## src/rtl/alu_operand_seq.sv

```systemverilog
// alu_operand_seq: touchscreen-driven operand sequencer in front of the ALU.
// Successive entries load CONTROL, SRC_1 and SRC_2. The block then waits
// ALU_LAT cycles for the combinational ALU to settle, captures its result,
// pulses result_valid and bumps a wrapping operation counter.
//
// Handshake: input_valid is a one-cycle strobe with no ready; an entry is
// consumed in the cycle it is seen unless the sequencer is in S_EXEC or clear
// is high, in which case it is dropped. result_valid is a one-cycle strobe
// qualifying result_q and op_count, with no backpressure.
module alu_operand_seq #(
  parameter int CTRL_W  = 12,
  parameter int DATA_W  = 32,
  parameter int ALU_LAT = 2,
  parameter int CNT_W   = 8
) (
  input  logic              clk,
  input  logic              reset,
  input  logic              input_valid,
  input  logic [DATA_W-1:0] input_value,
  input  logic              clear,
  input  logic [DATA_W-1:0] alu_result,
  output logic [CTRL_W-1:0] alu_control,
  output logic [DATA_W-1:0] alu_src1,
  output logic [DATA_W-1:0] alu_src2,
  output logic [DATA_W-1:0] result_q,
  output logic              result_valid,
  output logic [2:0]        seq_state,
  output logic [CNT_W-1:0]  op_count
);

  // Settle counter only needs to hold ALU_LAT-1; keep it at least 1 bit wide.
  localparam int LAT_W = (ALU_LAT > 1) ? $clog2(ALU_LAT) : 1;
  localparam logic [LAT_W-1:0] LAT_LOAD = LAT_W'(ALU_LAT - 1);

  typedef enum logic [2:0] {
    S_CTRL = 3'd0,
    S_SRC1 = 3'd1,
    S_SRC2 = 3'd2,
    S_EXEC = 3'd3,
    S_DONE = 3'd4
  } state_t;

  state_t             state_q, state_d;
  logic [CTRL_W-1:0]  ctrl_q,  ctrl_d;
  logic [DATA_W-1:0]  src1_q,  src1_d;
  logic [DATA_W-1:0]  src2_q,  src2_d;
  logic [DATA_W-1:0]  res_q,   res_d;
  logic               rv_q,    rv_d;
  logic [CNT_W-1:0]   cnt_q,   cnt_d;
  logic [LAT_W-1:0]   lat_q,   lat_d;

  // Next-state and next-register computation; clear outranks any entry.
  always_comb begin
    state_d = state_q;
    ctrl_d  = ctrl_q;
    src1_d  = src1_q;
    src2_d  = src2_q;
    res_d   = res_q;
    rv_d    = 1'b0;
    cnt_d   = cnt_q;
    lat_d   = lat_q;
    if (clear) begin
      state_d = S_CTRL;
    end else begin
      case (state_q)
        S_CTRL, S_DONE: begin
          if (input_valid) begin
            ctrl_d  = input_value[CTRL_W-1:0];
            state_d = S_SRC1;
          end
        end
        S_SRC1: begin
          if (input_valid) begin
            src1_d  = input_value;
            state_d = S_SRC2;
          end
        end
        S_SRC2: begin
          if (input_valid) begin
            src2_d  = input_value;
            lat_d   = LAT_LOAD;
            state_d = S_EXEC;
          end
        end
        S_EXEC: begin
          // Entries arriving here are dropped on purpose.
          if (lat_q == '0) begin
            res_d   = alu_result;
            rv_d    = 1'b1;
            cnt_d   = cnt_q + CNT_W'(1);
            state_d = S_DONE;
          end else begin
            lat_d = lat_q - LAT_W'(1);
          end
        end
        default: state_d = S_CTRL;
      endcase
    end
  end

  // Register all state and outputs; synchronous reset aborts any capture.
  always_ff @(posedge clk) begin
    if (reset) begin
      state_q <= S_CTRL;
      ctrl_q  <= '0;
      src1_q  <= '0;
      src2_q  <= '0;
      res_q   <= '0;
      rv_q    <= 1'b0;
      cnt_q   <= '0;
      lat_q   <= '0;
    end else begin
      state_q <= state_d;
      ctrl_q  <= ctrl_d;
      src1_q  <= src1_d;
      src2_q  <= src2_d;
      res_q   <= res_d;
      rv_q    <= rv_d;
      cnt_q   <= cnt_d;
      lat_q   <= lat_d;
    end
  end

  assign alu_control  = ctrl_q;
  assign alu_src1     = src1_q;
  assign alu_src2     = src2_q;
  assign result_q     = res_q;
  assign result_valid = rv_q;
  assign seq_state    = state_q;
  assign op_count     = cnt_q;

endmodule

```

## config.mk

```make
export PLATFORM = sky130hd
export DESIGN_NAME = alu_operand_seq
export DESIGN_NICKNAME = d
export VERILOG_FILES = /design/src/rtl/alu_operand_seq.sv
export SDC_FILE = /design/constraint.sdc
export NUM_CORES = 1
export LEC_CHECK = 0
export CORE_UTILIZATION = 47
export CTS_CLUSTER_DIAMETER = 40
export CTS_CLUSTER_SIZE = 25
export DETAILED_ROUTE_END_ITERATION = 10
export PLACE_DENSITY = 0.86
export SLEW_MARGIN = 20
export SYNTH_ARGS = -nofsm -noshare
export SYNTH_HDL_FRONTEND = slang
export SYNTH_SLANG_ARGS = --single-unit
export TNS_END_PERCENT = 5
```

## constraint.sdc

```tcl
create_clock -name clk -period 2.48 [get_ports clk]
set_clock_uncertainty 0.1 [all_clocks]
set_input_delay 0.248 -clock clk [delete_from_list [all_inputs] [get_ports clk]]
set_output_delay 0.248 -clock clk [all_outputs]
set_load 0.03 [all_outputs]
```

== Word level (Yosys, flattened, before mapping) ==
Cells that the tools add are included.
Word-level totals
  output and inout bits: 120
  logic and storage cells: 41
  input bits: 68
  memories kept: 0
  ROM bits: 0
  latch bits: 0
  flip-flop bits (word level): 121
  memory bits (writable): 0
Cells by class
  div/mod/pow operators: 0
  bitwise operators: 3
  $lt $le $gt $ge: 0
  equality and inequality tests: 8
  multiplexer cells: 9
  shift operators: 0
  reductions and logical operators: 11
  multiply operators: 0
  add/subtract/negate cells: 2
Operators by type and width (count)
  3-bit AND reduction: 5
  3-bit two-way mux: 4
  3-bit case mux with 4 select lines: 1
  8-bit by 1-bit adder with 8-bit output, second input constant: 1
  2-bit inequality test, second input constant: 4
  3-bit by 2-bit == test with 1-bit output, second input constant: 2
  4-bit AND reduction: 1
  2-bit OR reduction: 2
  3-bit by 1-bit == test with 1-bit output, second input constant: 1
  3-bit == test, second input constant: 1
  3-bit zero test: 1
  1-bit two-way mux: 3
  1-bit inverter: 3
  3-bit OR reduction: 1
  1-bit case mux with 2 select lines: 1
  2-bit nonzero test: 1
  1-bit subtractor, second input constant: 1

== Depth between registers and ports, before layout ==
Gate-level depths: netlist of run 1.
  word-level depth: 4
  mapped depth: 6
  mapped depth without buffers: 4

== Least setup slack after synthesis of run 1 ==
Ideal clock, no wire load.
  path type: register to register
  from: register cnt_q[0], in the netlist op_count[0]
  to: register cnt_q[6], in the netlist op_count[6]
  path slack: 0.581 ns
  clock period less this slack: 1.899 ns
  required time: 2.310 ns
  setup time: 0.070 ns
  path buffers: 0
  stages on the path, launching flop included: 5
  arrival: 1.729 ns
  cell sequence: dfxtp_1 -> ha_1 -> or3b_4 -> or4_1 -> a21oi_1
Between the ends
  longest elaborated chain between the ends: 1
Ends and longest elaborated chain
  from (decl): line 49  | logic [CNT_W-1:0] cnt_q, cnt_d;
  from (signal assigned): line 119  | cnt_q <= cnt_d;
  8-bit by 1-bit adder with 8-bit output: line 90  | cnt_d = cnt_q + CNT_W'(1);
Every way passes these cells.
A chain may end at the register's enable or synchronous reset.

== Worst setup path after layout of run 1 ==
  from: register state_q[2], in the netlist seq_state[2]
  to: output seq_state[2]
RTL lines
  from (decl): line 43  | state_t state_q, state_d;
  from (signal assigned): line 113  | state_q <= state_d;
  to (decl): line 27  | output logic [2:0] seq_state,
No word-level cell between the ends.

==> results.json, run 1 <==
{
  "status": "complete, no violations",
  "antenna-diode-count": 0,
  "grt_met1_usage_pct": 32.66,
  "fin_tns_setup_ns": 0,
  "track_usage_pct": 28.19,
  "initialDrtViolationCount": 253,
  "path_delay_family": "buffers and inverters",
  "area_growth_pct": 54.22,
  "timing.final.setup_violations": 0,
  "number_of_distinct_standard_cells_referenced_by_the_synthesized_netlist": 37,
  "seq_area_sq_um": 2422,
  "ctsHtreeMaxLevel": 4,
  "synth.yosys.seq_area_share_pct": 51.35,
  "synth_enable_flop_cells": 0,
  "power.leakage_nw": 2.378,
  "report.power.total_w": 0.004928,
  "drive_above_1_share_pct": 8.591,
  "worstSetupPathType": "reg -> out",
  "clk_path_buf_depth": 2,
  "netlist_top_cells_count": "sky130_fd_sc_hd__dfxtp_1 (121), sky130_fd_sc_hd__a21oi_1 (117), sky130_fd_sc_hd__nand3_1 (100), sky130_fd_sc_hd__o21ai_0 (100), sky130_fd_sc_hd__clkbuf_1 (39)",
  "wl_per_cell_microns": 16.61,
  "fp.dieArea_sq_um": 10440,
  "floorplan.io_pins": 188,
  "met2_usage_pct": 48.01,
  "dominantRegCellSynth": "sky130_fd_sc_hd__dfxtp_1",
  "placeableCoreArea_sq_um": 9729,
  "synth_area_per_cell_sq_um": 8.290,
  "syn_area_sq_um": 4717,
  "clock_tree.root_cell": "sky130_fd_sc_hd__clkbuf_8",
  "critical_path_peak_fanout": 10,
  "ir_worst_vdd_uv": 435.8,
  "antenna_found_initial": 0,
  "detail-route-antenna-nets": 0,
  "netlist_instances": 569,
  "rows": 36,
  "globalRoute.busiestLayer": "met2",
  "post-cts-setup-buffers": 0,
  "drt_wl_total_microns": 14590,
  "timing.final.crit_period_ns": 2.262,
  "grt_pass1_wl_microns": 23090,
  "synth_area_leaders": "sky130_fd_sc_hd__dfxtp_1 (51%), sky130_fd_sc_hd__a21oi_1 (12%), sky130_fd_sc_hd__nand3_1 (11%)",
  "grt_pass1_vias": 4780,
  "hold_path_start": "reset",
  "crit_path_cell_trace": "clkdlybuf4s50_1",
  "initial_cell_density_of_the_core_pct": 48.48,
  "cap_viol_max_count": 0,
  "synth.largest_area_cell": "sky130_fd_sc_hd__dfxtp_1",
  "cp.required_ns": 2.13,
  "yosys_warnings": 0,
  "numCtsBuffers": 17,
  "power.density_nw_per_um2": 677.5,
  "timing.critical_path.arrival_ns": 1.91,
  "final_max_slew_viol_count": 0,
  "die_x_microns": 102.2,
  "synth.top_cell.area_share_pct": 51.35,
  "critPathCaptureType": "output pin",
  "final.period_utilization_pct": 91.20,
  "portBuffers": 187,
  "synth_seq_cells": 121,
  "max_slew_margin_pct": 53.62,
  "cts_repair_resized_insts": 0,
  "worstSkewPairLatency_ns": 0.49,
  "pin_count_of_the_biggest_net_entering_global_routing": 66,
  "grt_overflow": 0,
  "fin_hold_ws_ns": 0.1969,
  "multi_input_comb_area_sq_um": 2031,
  "placed_cell_area_sq_um": 6648,
  "hp-class": "in -> reg",
  "synth.net_count": 638,
  "drc": 0,
  "fillCellCount": 728,
  "start_kind": "register",
  "numClockSinks": 121,
  "cts_tree": "built",
  "finalHoldViolCount": 0,
  "dp_slack_ns": 0.3294,
  "final_design_area_no_fill_sq_um": 7274,
  "worst_slew_pin_slew_ns": 0.6957,
  "dr.pass1.iters": 7,
  "globalRouteMet3Util_pct": 9.371,
  "vias_per_cell": 5.726,
  "rsz_0062_raised_after_global_routing": "false",
  "max_stage_delay_ns": 0.80,
  "worst_r2r_startpoint": "seq_state[0]",
  "synth.most_common_cell": "sky130_fd_sc_hd__dfxtp_1",
  "critPathSlowestCell": "sky130_fd_sc_hd__clkdlybuf4s50_1",
  "die_height_microns": 102.2,
  "gp_routability_congestion": 0.8616,
  "via_total_after_detailed_routing": 5027,
  "cts_hold_repair.buffers": 0,
  "maximum_clock_frequency_mhz": 442.1,
  "final_net_count": 801,
  "clk_pin_slew_worst_paths_ns": 0.06,
  "final_critical_path_setup_slack_ns": 0.2181,
  "synthArstFlopShare_pct": 0,
  "crit_path_start": "seq_state[2]",
  "placed_wire_length_estimate_after_detailed_placement_microns": 9700,
  "timing.critical_path.buf_inv": 1
}
==> stage by stage <==
step           std cells  util [%]
2_1_floorplan        569         -
3_3_place_gp         846     68.33
3_5_place_dp         846     68.33
4_1_cts              878     74.77
5_1_grt              878     74.77
6_report             878     74.77
==> sequential cells by signal, indices dropped and copies added, names as in the netlist <==
register	flops
op_count	8
seq_state	3
alu_src1	32
alu_control	12
lat_q	1
result_q	32
result_valid	1
alu_src2	32
==> cell usage in the layout (no fill, tap or decap), drive strengths merged <==
| cell | count |
|---|---|
| a2111oi | 1 |
| nand4b | 1 |
| nor2 | 4 |
| or4 | 3 |
| or3b | 3 |
| o31ai | 3 |
| nor4b | 1 |
| dfxtp | 121 |
| bufinv | 4 |
| nor4 | 2 |
| or3 | 2 |
| nor3b | 1 |
| and3b | 2 |
| o21ai | 100 |
| inv | 2 |
| or4b | 1 |
| nand2b | 1 |
| o21a | 1 |
| nand4 | 2 |
| a211oi | 1 |
| nor3 | 3 |
| clkinv | 5 |
| mux2i | 1 |
| mux2 | 2 |
| ha | 1 |
| clkbuf | 19 |
| clkinvlp | 3 |
| nand3b | 2 |
| nand3 | 100 |
| buf | 20 |
| a21oi | 117 |
| nor2b | 3 |
| nand2 | 26 |
| or2 | 1 |
| clkdlybuf4s50 | 186 |
==> power breakdown <==
group | internal [W] | leakage [nW] | total [W] | switching (W)
clock | 0.00167 | 0.295 | 0.00255 | 0.000883
combinational | 0.000172 | 1.11 | 0.000392 | 0.000220
sequential | 0.00197 | 0.977 | 0.00198 | 0.0000173
total | 0.00381 | 2.38 | 0.00493 | 0.00112
==> layout make-up <==
type | count | area share [%]
flip-flops and latches | 121 | 33.30
repair buffers | 206 | 27.83
well taps | 133 | 2.288
multi-input cells | 385 | 27.92
clock buffers | 19 | 5.934
clock inverters | 13 | 2.683
inverters | 1 | 0.05160
==> logic make-up (layout without fill, tap and decap cells) <==
logic type                 count (synthesis)  count (layout)  synth area share, %
and+or+nand+nor                          158             158                17.61
adders and majority gates                  1               1               0.2652
buffers and inverters                     63             239                6.074
DFF                                      121             121                51.35
AOI/OAI and AO/OA                        223             223                24.01
muxes                                      3               3               0.6896
==> metal layers <==
metal  up-vias  share of wire (%)
li1       2362                  -
met3        24                9.2
met5         -                  0
met2       243                 49
met1      2398                 40
met4         0                2.2
==> path summary, 6_finish.rpt <==
kind                            slack, ns              end  depth (start not counted)
worst min-delay path                 0.20      op_count[6]                          2
worst max register to register       0.54      op_count[4]                          4
worst min register to register       0.37  alu_control[11]                          2
worst max-delay path                 0.22     seq_state[2]                          1
(Power assumes the default switching activity.)
==> run 2: changes to the inputs <==
- ABC_AREA: not set -> 1
- CORE_UTILIZATION: 47 -> 38
- PLACE_DENSITY: 0.86 -> 0.76
- clock period: 2.48 -> 2 ns (I/O delays scaled with it)
==> results.json, run 2 <==
{
  "cts_repair_resized_insts": 0,
  "ctsHtreeMaxLevel": 4,
  "worstSetupPathType": "reg -> out",
  "final_max_slew_viol_count": 0,
  "track_usage_pct": 21.92,
  "worst_slew_pin_slew_ns": 0.5594,
  "report.power.total_w": 0.006260,
  "netlist_instances": 573,
  "finalHoldViolCount": 0,
  "drc": 0,
  "cp.required_ns": 1.70,
  "power.internal_w": 0.004846,
  "mostFrequentLayoutCell": "sky130_fd_sc_hd__nor2_1",
  "antenna_found_initial": 0,
  "numCtsBuffers": 17,
  "sequential_cell_fraction_of_total_power_pct": 39.9,
  "placed_wire_length_estimate_after_detailed_placement_microns": 9164,
  "path_delay_family": "buffers and inverters",
  "grt_met1_usage_pct": 24.13,
  "numClockSinks": 121,
  "netlist_top_cells_count": "sky130_fd_sc_hd__nor2_1 (231), sky130_fd_sc_hd__dfxtp_1 (121), sky130_fd_sc_hd__o21ai_0 (81)",
  "synthArstFlopShare_pct": 0,
  "timing.rr.end": "alu_src1[14]",
  "critPathSlowestCell": "sky130_fd_sc_hd__clkdlybuf4s50_1",
  "commonest_non_fill_non_tap_cells_in_the_layout": "sky130_fd_sc_hd__nor2_1 (231), sky130_fd_sc_hd__clkdlybuf4s50_1 (187), sky130_fd_sc_hd__dfxtp_1 (121)",
  "synth_enable_flop_cells": 0,
  "dr.pass1.iters": 5,
  "crit_path_start": "seq_state[0]",
  "final_net_count": 827,
  "critPathCaptureType": "output pin",
  "met2_usage_pct": 38.50,
  "pin_count_of_the_biggest_net_entering_global_routing": 48,
  "max_slew_margin_pct": 62.65,
  "timing.critical_path.buf_inv": 1,
  "syn_area_sq_um": 4374,
  "via_total_after_detailed_routing": 4417,
  "drive_above_1_share_pct": 7.263,
  "rsz_0062_raised_after_global_routing": "false",
  "ir_worst_vdd_uv": 606.4,
  "maximum_clock_frequency_mhz": 519.2,
  "placeableCoreArea_sq_um": 11030,
  "grt_pass1_vias": 4248,
  "fin_tns_setup_ns": 0,
  "worstSkewPairLatency_ns": 0.40,
  "comb_power_share_pct": 8.5,
  "portBuffers": 187,
  "final.period_utilization_pct": 96.31,
  "synth.top_cell.area_share_pct": 55.38,
  "wl_per_cell_microns": 14.23,
  "clk_path_buf_depth": 2,
  "status": "complete, no violations",
  "synth.yosys.seq_area_share_pct": 55.38,
  "yosys_warnings": 0,
  "synth_area_leaders": "sky130_fd_sc_hd__dfxtp_1 (55%), sky130_fd_sc_hd__nor2_1 (20%), sky130_fd_sc_hd__o21ai_0 (9.3%)",
  "synth.most_common_cell": "sky130_fd_sc_hd__nor2_1",
  "cts_tree": "built",
  "timing.final.crit_period_ns": 1.926,
  "clk_pin_slew_worst_paths_ns": 0.06,
  "power_switching_w": 0.001414,
  "reg2regPathDepth": 7,
  "synth_seq_cells": 121,
  "drt_wl_total_microns": 12960,
  "hp-class": "in -> reg",
  "power.share.switching_pct": 22.59,
  "die_height_microns": 109.3,
  "start_kind": "register",
  "dominantRegCellSynth": "sky130_fd_sc_hd__dfxtp_1",
  "fillCellCount": 947,
  "floorplan.io_pins": 188,
  "timing.critical_path.to": "seq_state[0]",
  "post-cts-setup-buffers": 0,
  "area_growth_pct": 60.38,
  "fp.dieArea_sq_um": 11940,
  "critical_path_depth": 1,
  "initial_cell_density_of_the_core_pct": 39.66,
  "number_of_distinct_standard_cells_referenced_by_the_synthesized_netlist": 22,
  "synth.net_count": 642,
  "initialDrtViolationCount": 221,
  "power.leakage_nw": 2.950,
  "synth_area_per_cell_sq_um": 7.634,
  "power.density_nw_per_um2": 892.3,
  "grt_pass1_wl_microns": 20180,
  "reg2reg_setup_slack_ns": 0.40,
  "cap_viol_max_count": 0,
  "timing.final.setup_violations": 0,
  "globalRoute.busiestLayer": "met2",
  "detail-route-antenna-nets": 0,
  "cts_hold_repair.buffers": 0,
  "grt_overflow": 0,
  "rows": 38,
  "synth.largest_area_cell": "sky130_fd_sc_hd__dfxtp_1",
  "power.clock.fraction_pct": 51.6,
  "antenna-diode-count": 0,
  "share_of_the_core_filled_with_cells_pct": 63.60,
  "max_stage_delay_ns": 0.74,
  "vias_per_cell": 4.849,
  "worst_r2r_startpoint": "seq_state[0]",
  "globalRouteMet3Util_pct": 8.180,
  "fin_hold_ws_ns": 0.2910,
  "die_x_microns": 109.3,
  "timing.critical_path.arrival_ns": 1.63,
  "gp_routability_congestion": 0.8525,
  "critical_path_peak_fanout": 8,
  "clock_tree.root_cell": "sky130_fd_sc_hd__clkbuf_16",
  "crit_path_cell_trace": "clkdlybuf4s50_1"
}
[run 2: worst register-to-register path, stage by stage (launching register included)]
cell and delay [ns]:
sky130_fd_sc_hd__dfxtp_1 0.49, sky130_fd_sc_hd__inv_2 0.06, sky130_fd_sc_hd__nor2_1 0.09, sky130_fd_sc_hd__nand2_1 0.12
sky130_fd_sc_hd__nor2_4 0.13, sky130_fd_sc_hd__inv_2 0.22, sky130_fd_sc_hd__nor2_1 0.21, sky130_fd_sc_hd__nor2_1 0.07
[run 2: logic make-up (layout without fill, tap and decap cells)]
logic type,Yosys count,in the layout,share of synthesized area [%]
DFF,121,121,55.38
AOI/OAI and AO/OA,124,124,14.30
xor gates and xnor gates,2,2,0.4005
buffers and inverters,55,253,5.492
adders and majority gates,1,1,0.2860
and+or+nand+nor,270,270,24.14
[run 2: worst min path at each step]
stage	start	depth (start not counted)	end
floorplan	reset	1	lat_q
global placement	alu_control[9]	2	alu_control[9]
detailed placement	alu_control[8]	2	alu_control[8]
CTS	alu_result[25]	3	result_q[25]
global route	alu_result[22]	3	result_q[22]
finish	alu_result[22]	3	result_q[22]
[run 2: cell type report]
class	count	area (sq um)	share of cell area (%)
Sequential cell	121	2422	34.53
Inverter	21	78.83	1.124
Timing Repair Buffer	200	1994	28.43
Clock inverter	14	193.9	2.764
Clock buffer	18	439.2	6.260
Tap cell	140	175.2	2.497
Multi-Input combinational cell	397	1712	24.40
[run 2: power by group through the flow]
stage	Combinational, W	Clock [W]	Sequential, W
final	0.000531	0.00323	0.00250
after global placement	0.000522	0	0.00255
after CTS	0.000532	0.00329	0.00250
after global routing	0.000569	0.00340	0.00250
after floorplan	0.000128	0	0.00265
after detailed placement	0.000528	0	0.00255
[run 2: metrics by stage]
stage | cell area [sq um] | setup slack, ns | std cells
after floorplan | 4374 | 0.4485 | 573
after global placement | 6382 | 0.1770 | 879
after detailed placement | 6382 | 0.1215 | 879
after CTS | 7015 | 0.06374 | 911
after global routing | 7015 | 0.03942 | 911
final | 7015 | 0.07385 | 911
[run 2: layer usage]
metal  vias up  part of all wire [%]
li1       2199                     -
met1      2042                    40
met2       163                    49
met3        13                   9.1
met4         0                   1.3
met5         -                     0
